**src/rtl/approx_pkg.sv**
```systemverilog
// rtl/approx_pkg.sv - shared widths, FSM states and width helper for the approximate-adder error monitor.
package approx_pkg;

  localparam int OPW  = 6;  // adder operand width
  localparam int SUMW = 7;  // exact/approximate sum width
  localparam int DIFW = 8;  // signed per-sample difference width

  typedef enum logic [1:0] {
    ST_IDLE   = 2'd0,
    ST_ACCUM  = 2'd1,
    ST_REPORT = 2'd2
  } state_t;

  // Width that holds the values 0..win inclusive.
  function automatic int approx_cw(input int win);
    return $clog2(win + 1);
  endfunction

endpackage

```
**src/rtl/approx_err_dist.sv**
```systemverilog
// rtl/approx_err_dist.sv - per-sample exact sum, absolute error distance and signed difference.
module approx_err_dist
  import approx_pkg::*;
(
  input  logic        [OPW-1:0]  a,
  input  logic        [OPW-1:0]  b,
  input  logic        [SUMW-1:0] y,
  output logic        [SUMW-1:0] exact,
  output logic        [SUMW-1:0] ed,
  output logic signed [DIFW-1:0] sd
);

  logic [DIFW-1:0] neg_sd;

  // |sd| never exceeds 127, so the magnitude always fits in SUMW bits.
  always_comb begin
    exact  = SUMW'(a) + SUMW'(b);
    sd     = signed'({1'b0, y}) - signed'({1'b0, exact});
    neg_sd = -sd;
    ed     = sd[DIFW-1] ? neg_sd[SUMW-1:0] : sd[SUMW-1:0];
  end

endmodule

```
**src/rtl/approx_err_monitor.sv**
```systemverilog
// rtl/approx_err_monitor.sv - windowed error statistics (count, SED, max ED, bias) for an approximate adder.
module approx_err_monitor
  import approx_pkg::*;
#(
  parameter  int WIN = 64,
  parameter  int P   = 2,
  localparam int CW  = approx_cw(WIN)
) (
  input  logic                 clk,
  input  logic                 rst_n,
  input  logic                 start,
  input  logic                 in_valid,
  output logic                 in_ready,
  input  logic [OPW-1:0]       in_a,
  input  logic [OPW-1:0]       in_b,
  input  logic [SUMW-1:0]      in_y,
  output logic                 rep_valid,
  input  logic                 rep_ready,
  output logic [CW-1:0]        rep_err_cnt,
  output logic [SUMW+CW-1:0]   rep_sed,
  output logic [SUMW-1:0]      rep_max_ed,
  output logic [DIFW+CW-1:0]   rep_bias,
  output logic                 busy
);

  if (WIN < 1 || WIN > 1024 || P < 0 || P > OPW) begin : g_bad_param
    $error("approx_err_monitor: WIN must be 1..1024 and P 0..6");
  end

  state_t              state_q, state_d;
  logic [CW-1:0]       cnt_q;
  logic [CW-1:0]       err_q;
  logic [SUMW+CW-1:0]  sed_q;
  logic [SUMW-1:0]     max_q;
  logic [DIFW+CW-1:0]  bias_q;

  logic [SUMW-1:0]        exact;
  logic [SUMW-1:0]        ed;
  logic signed [DIFW-1:0] sd;
  logic                   accept;
  logic                   last_sample;

  approx_err_dist u_dist (
    .a     (in_a),
    .b     (in_b),
    .y     (in_y),
    .exact (exact),
    .ed    (ed),
    .sd    (sd)
  );

  assign accept      = in_valid & in_ready;
  assign last_sample = (cnt_q == CW'(WIN - 1));

  always_ff @(posedge clk or negedge rst_n) begin
    if (!rst_n) state_q <= ST_IDLE;
    else        state_q <= state_d;
  end

  always_comb begin
    state_d   = state_q;
    in_ready  = 1'b0;
    rep_valid = 1'b0;
    busy      = 1'b1;
    case (state_q)
      ST_IDLE: begin
        busy = 1'b0;
        if (start) state_d = ST_ACCUM;
      end
      ST_ACCUM: begin
        in_ready = 1'b1;
        if (in_valid && last_sample) state_d = ST_REPORT;
      end
      ST_REPORT: begin
        rep_valid = 1'b1;
        if (rep_ready) state_d = ST_IDLE;
      end
      default: state_d = ST_IDLE;
    endcase
  end

  // Accumulators clear on the start that opens a window and otherwise move only on an accept.
  always_ff @(posedge clk or negedge rst_n) begin
    if (!rst_n) begin
      cnt_q  <= '0;
      err_q  <= '0;
      sed_q  <= '0;
      max_q  <= '0;
      bias_q <= '0;
    end else if (state_q == ST_IDLE && start) begin
      cnt_q  <= '0;
      err_q  <= '0;
      sed_q  <= '0;
      max_q  <= '0;
      bias_q <= '0;
    end else if (accept) begin
      cnt_q  <= cnt_q + CW'(1);
      if (in_y != exact) err_q <= err_q + CW'(1);
      sed_q  <= sed_q + {{CW{1'b0}}, ed};
      if (ed > max_q) max_q <= ed;
      bias_q <= bias_q + {{CW{sd[DIFW-1]}}, sd};
    end
  end

  assign rep_err_cnt = err_q;
  assign rep_sed     = sed_q;
  assign rep_max_ed  = max_q;
  assign rep_bias    = bias_q;

endmodule

```
**config.mk**
```make
export PLATFORM = sky130hd
export DESIGN_NAME = approx_err_monitor
export DESIGN_NICKNAME = d
export VERILOG_FILES = /design/src/rtl/approx_pkg.sv /design/src/rtl/approx_err_dist.sv /design/src/rtl/approx_err_monitor.sv
export SDC_FILE = /design/constraint.sdc
export NUM_CORES = 1
export LEC_CHECK = 0
export ABC_AREA = 1
export CORE_UTILIZATION = 50
export CTS_BUF_LIST = sky130_fd_sc_hd__clkbuf_8
export CTS_CLUSTER_SIZE = 24
export DETAILED_ROUTE_END_ITERATION = 10
export PLACE_DENSITY = 0.76
export SETUP_SLACK_MARGIN = 0.1
export SKIP_CTS_REPAIR_TIMING = 1
export SLEW_MARGIN = 40
export SYNTH_ARGS = -nofsm -noshare
export SYNTH_HDL_FRONTEND = slang
export SYNTH_SLANG_ARGS = --single-unit
```
**constraint.sdc**
```tcl
create_clock -name clk -period 3.4 [get_ports clk]
set_input_delay 0.68 -clock clk [delete_from_list [all_inputs] [get_ports clk]]
set_output_delay 0.68 -clock clk [all_outputs]
set_load 0.1 [all_outputs]
```
==> impl_metrics.toml <==
[outcome]
status = "finished, violations left"
violations = "setup timing"

[cells_and_area]
stdcell_count = 803
nNetsFinal = 770
drive_above_1_share = 0.340
ff_latch_area_mm2 = 0.00130
fillCellCount = 624
diodes = 0
syn_to_final_growth_pct = 43.8
final_util = 0.740
multi_input_area_mm2 = 0.00311

[timing]
layout_setup_ws_ns = -0.456
max_slew_margin = 0.496
hold_slack_ns = 0.467
slew_viol_final = 0
max_freq_mhz = 259
rsz0062_at_grt = "yes"
worst_slew_pin_slew_ns = 0.755
setup_viol = 28
finalHoldViolCount = 0
timing.final.crit_period_ns = 3.86
finClkSkew_ns = 0.0135
finalCritPeriodShare = 1.13

[worst_hold_path]
hp-class = "input port to asynchronous set/reset pin"

[yosys]
yosysTopAreaCellShare = 0.309
synth_edf_count = 0
avgSynthCellArea_um2 = 7.50
synth_warnings = 0
synth_ff_type = "dfrtp_1"
synthTopCellsByCount = "143 x nand2_1, 75 x inv_1, 52 x dfrtp_1"
ys_top_cells_by_area = "dfrtp_1 31%, ha_1 13%, nand2_1 13%"
async_reset_ff_frac = 1.00
synthCells = 561
ys_seq_elements = 52
yosysUniqueCellTypes = 49
yosysSeqAreaShare = 0.309
synth_area_mm2 = 0.00421
synth_nets = 634
yosysTopAreaCell = "dfrtp_1"
synth.most_common_cell = "nand2_1"

[floorplanning]
dieWidth_um = 93.7
pin_count = 70
num_rows = 33
die_h_um = 93.7
coreArea_mm2 = 0.00818
initial_core_util = 0.515
die_area_mm2 = 0.00878

[critical_path]
reg2reg_setup_slack_ns = 1.35
crit_chain = "buf_6, ha_4, fa_2, a21oi_2, o21ai_2, a21o_1, a21oi_2, ha_1, nand2_2, nor2_2, nor2_2, nand2_4, clkinv_8, nand2_4, xnor2_4, ha_1, nand2_2, nor2_2, nand2_1, a21boi_4, nor2_4, clkinv_4, o21ai_2"
critPathSlowestCell = "fa_2"
r2r-end = "rep_sed[12]$_DFFE_PN0P_"
critPathArrivalTime_ns = 4.07
cpMostUsedCell = "nor2_2"
slowest_delay_ns = 0.37
r2r_start = "state_q[1]$_DFFE_PN0P_"
r2r_cells = 8
crit_fanout = 8
cp-endpoint = "rep_max_ed[5]$_DFFE_PN0P_"
cp_data_required_time_ns = 3.62
cp-start-kind = "input port"
worstSetupPathType = "input port to register"
cp-end-kind = "register"
cp-startpoint = "in_b[0]"

[clock_network]
clk_path_buf_depth = 2
cts_buffers = 5
cts-htree-levels = 2
clk_pin_slew_ns = 0.11
clk_latency_ns = 0.31
cts.sinks = 52
cts-root-buf = "clkbuf_8"
cts_tree = "built"

[drt]
dr.pass1.iters = 4
dr.first_iter.drc_count = 161
drt-wirelength-per-cell_um = 14.1
route.detailed.drc = 0
vias = 4223
ant_nets = 0
wl_um = 11400
avgViaCountPerCell = 5.26

[job]
drv_cap = 0

[grt]
met1_usage = 0.318
grt_use_met2 = 0.447
grt_max_degree = 53
met3_usage = 0.0251
antenna_found_initial = 0
grt_pass1_wl_um = 17400
grt_overflow = 0
busiest_layer = "met2"
track_usage = 0.248
first_global_vias = 3921

[placement]
io_buffers = 69
gp_congestion = 0.868
place_inst = 790
hpwl_um = 7990
[logic make-up after synthesis]
logic type / Yosys count / share of synthesized area
simple gates: 244 / 0.257
compound gates: 118 / 0.170
buf+inv: 87 / 0.0842
flops: 52 / 0.309
fa+ha+maj: 49 / 0.153
xor+xnor: 11 / 0.0265
[flip-flops by register name (all words and copies together) (netlist names)]
signal and cells:
rep_err_cnt 7, rep_sed 14, state_q 2, cnt_q 7, rep_bias 15, rep_max_ed 7
[cell usage in the layout (no fill, tap or decap), types with 6 or more instances in the layout]
| cell type | synthesis | routed |
|---|---|---|
| buf_4 | 0 | 111 |
| nor2_1 | 43 | 38 |
| nand4_1 | 6 | 6 |
| a21oi_1 | 42 | 30 |
| o21ai_2 | 5 | 9 |
| clkdlybuf4s50_1 | 0 | 14 |
| nand2_1 | 143 | 129 |
| inv_1 | 75 | 68 |
| nand3_1 | 27 | 23 |
| dlymetal6s2s_1 | 0 | 6 |
| dfrtp_1 | 52 | 52 |
| o21ai_0 | 37 | 19 |
| nand3_2 | 3 | 7 |
| ha_4 | 0 | 22 |
| o21ai_1 | 4 | 15 |
| ha_1 | 45 | 23 |
| nand2_2 | 6 | 17 |
| inv_2 | 1 | 8 |
| a21oi_2 | 1 | 10 |
| nor2_2 | 1 | 6 |
[routing by layer]
| metal | vias up | share of wire | wire [um] |
|---|---|---|---|
| met5 | - | 0 | 0 |
| met1 | 2010 | 0.43 | 4930 |
| met3 | 14 | 0.030 | 336 |
| met4 | 0 | 0.013 | 150 |
| met2 | 78 | 0.52 | 5940 |
| li1 | 2121 | - | - |
[critical path, delay by kind of cell]
family,cells,cell delay (ns)
buf+inv,3,0.29
compound gates,6,0.96
xor+xnor,1,0.14
simple gates,9,0.87
fa+ha+maj,4,1.12
[final cells by class]
class,count,share of cell area
inverters,80,0.0538
flip-flops and latches,52,0.215
repair buffers,136,0.181
well taps,105,0.0217
clock buffers,5,0.0114
clock inverters,3,0.00310
multi-input cells,422,0.514
[worst min-delay path by stage]
| stage | slack, ns | endpoint | depth (start not counted) | start |
|---|---|---|---|---|
| 2_1_floorplan | 0.38 | cnt_q[0]$_DFFE_PN0P_ | 0 | rst_n |
| 3_3_place_gp | 0.48 | cnt_q[6]$_DFFE_PN0P_ | 1 | cnt_q[6]$_DFFE_PN0P_ |
| 3_5_place_dp | 0.50 | cnt_q[6]$_DFFE_PN0P_ | 1 | cnt_q[6]$_DFFE_PN0P_ |
| 4_1_cts | 0.50 | rep_max_ed[0]$_DFFE_PN0P_ | 2 | rst_n |
| 5_1_grt | 0.52 | rep_max_ed[0]$_DFFE_PN0P_ | 2 | rst_n |
| 6_report | 0.47 | rep_max_ed[1]$_DFFE_PN0P_ | 2 | rst_n |
[per-stage QoR]
step	instance area [um2]	setup TNS, ns	setup WS (ns)
after floorplan	4360	-4.75	-0.351
after CTS	5570	-19.20	-0.771
after global placement	5490	-26.94	-1.01
final	6050	-9.01	-0.456
after detailed placement	5480	-30.16	-1.11
after global routing	6050	-13.92	-0.648
Power is not shown: default switching activity piles up to over one toggle a cycle in this logic, so the estimate is an artifact.
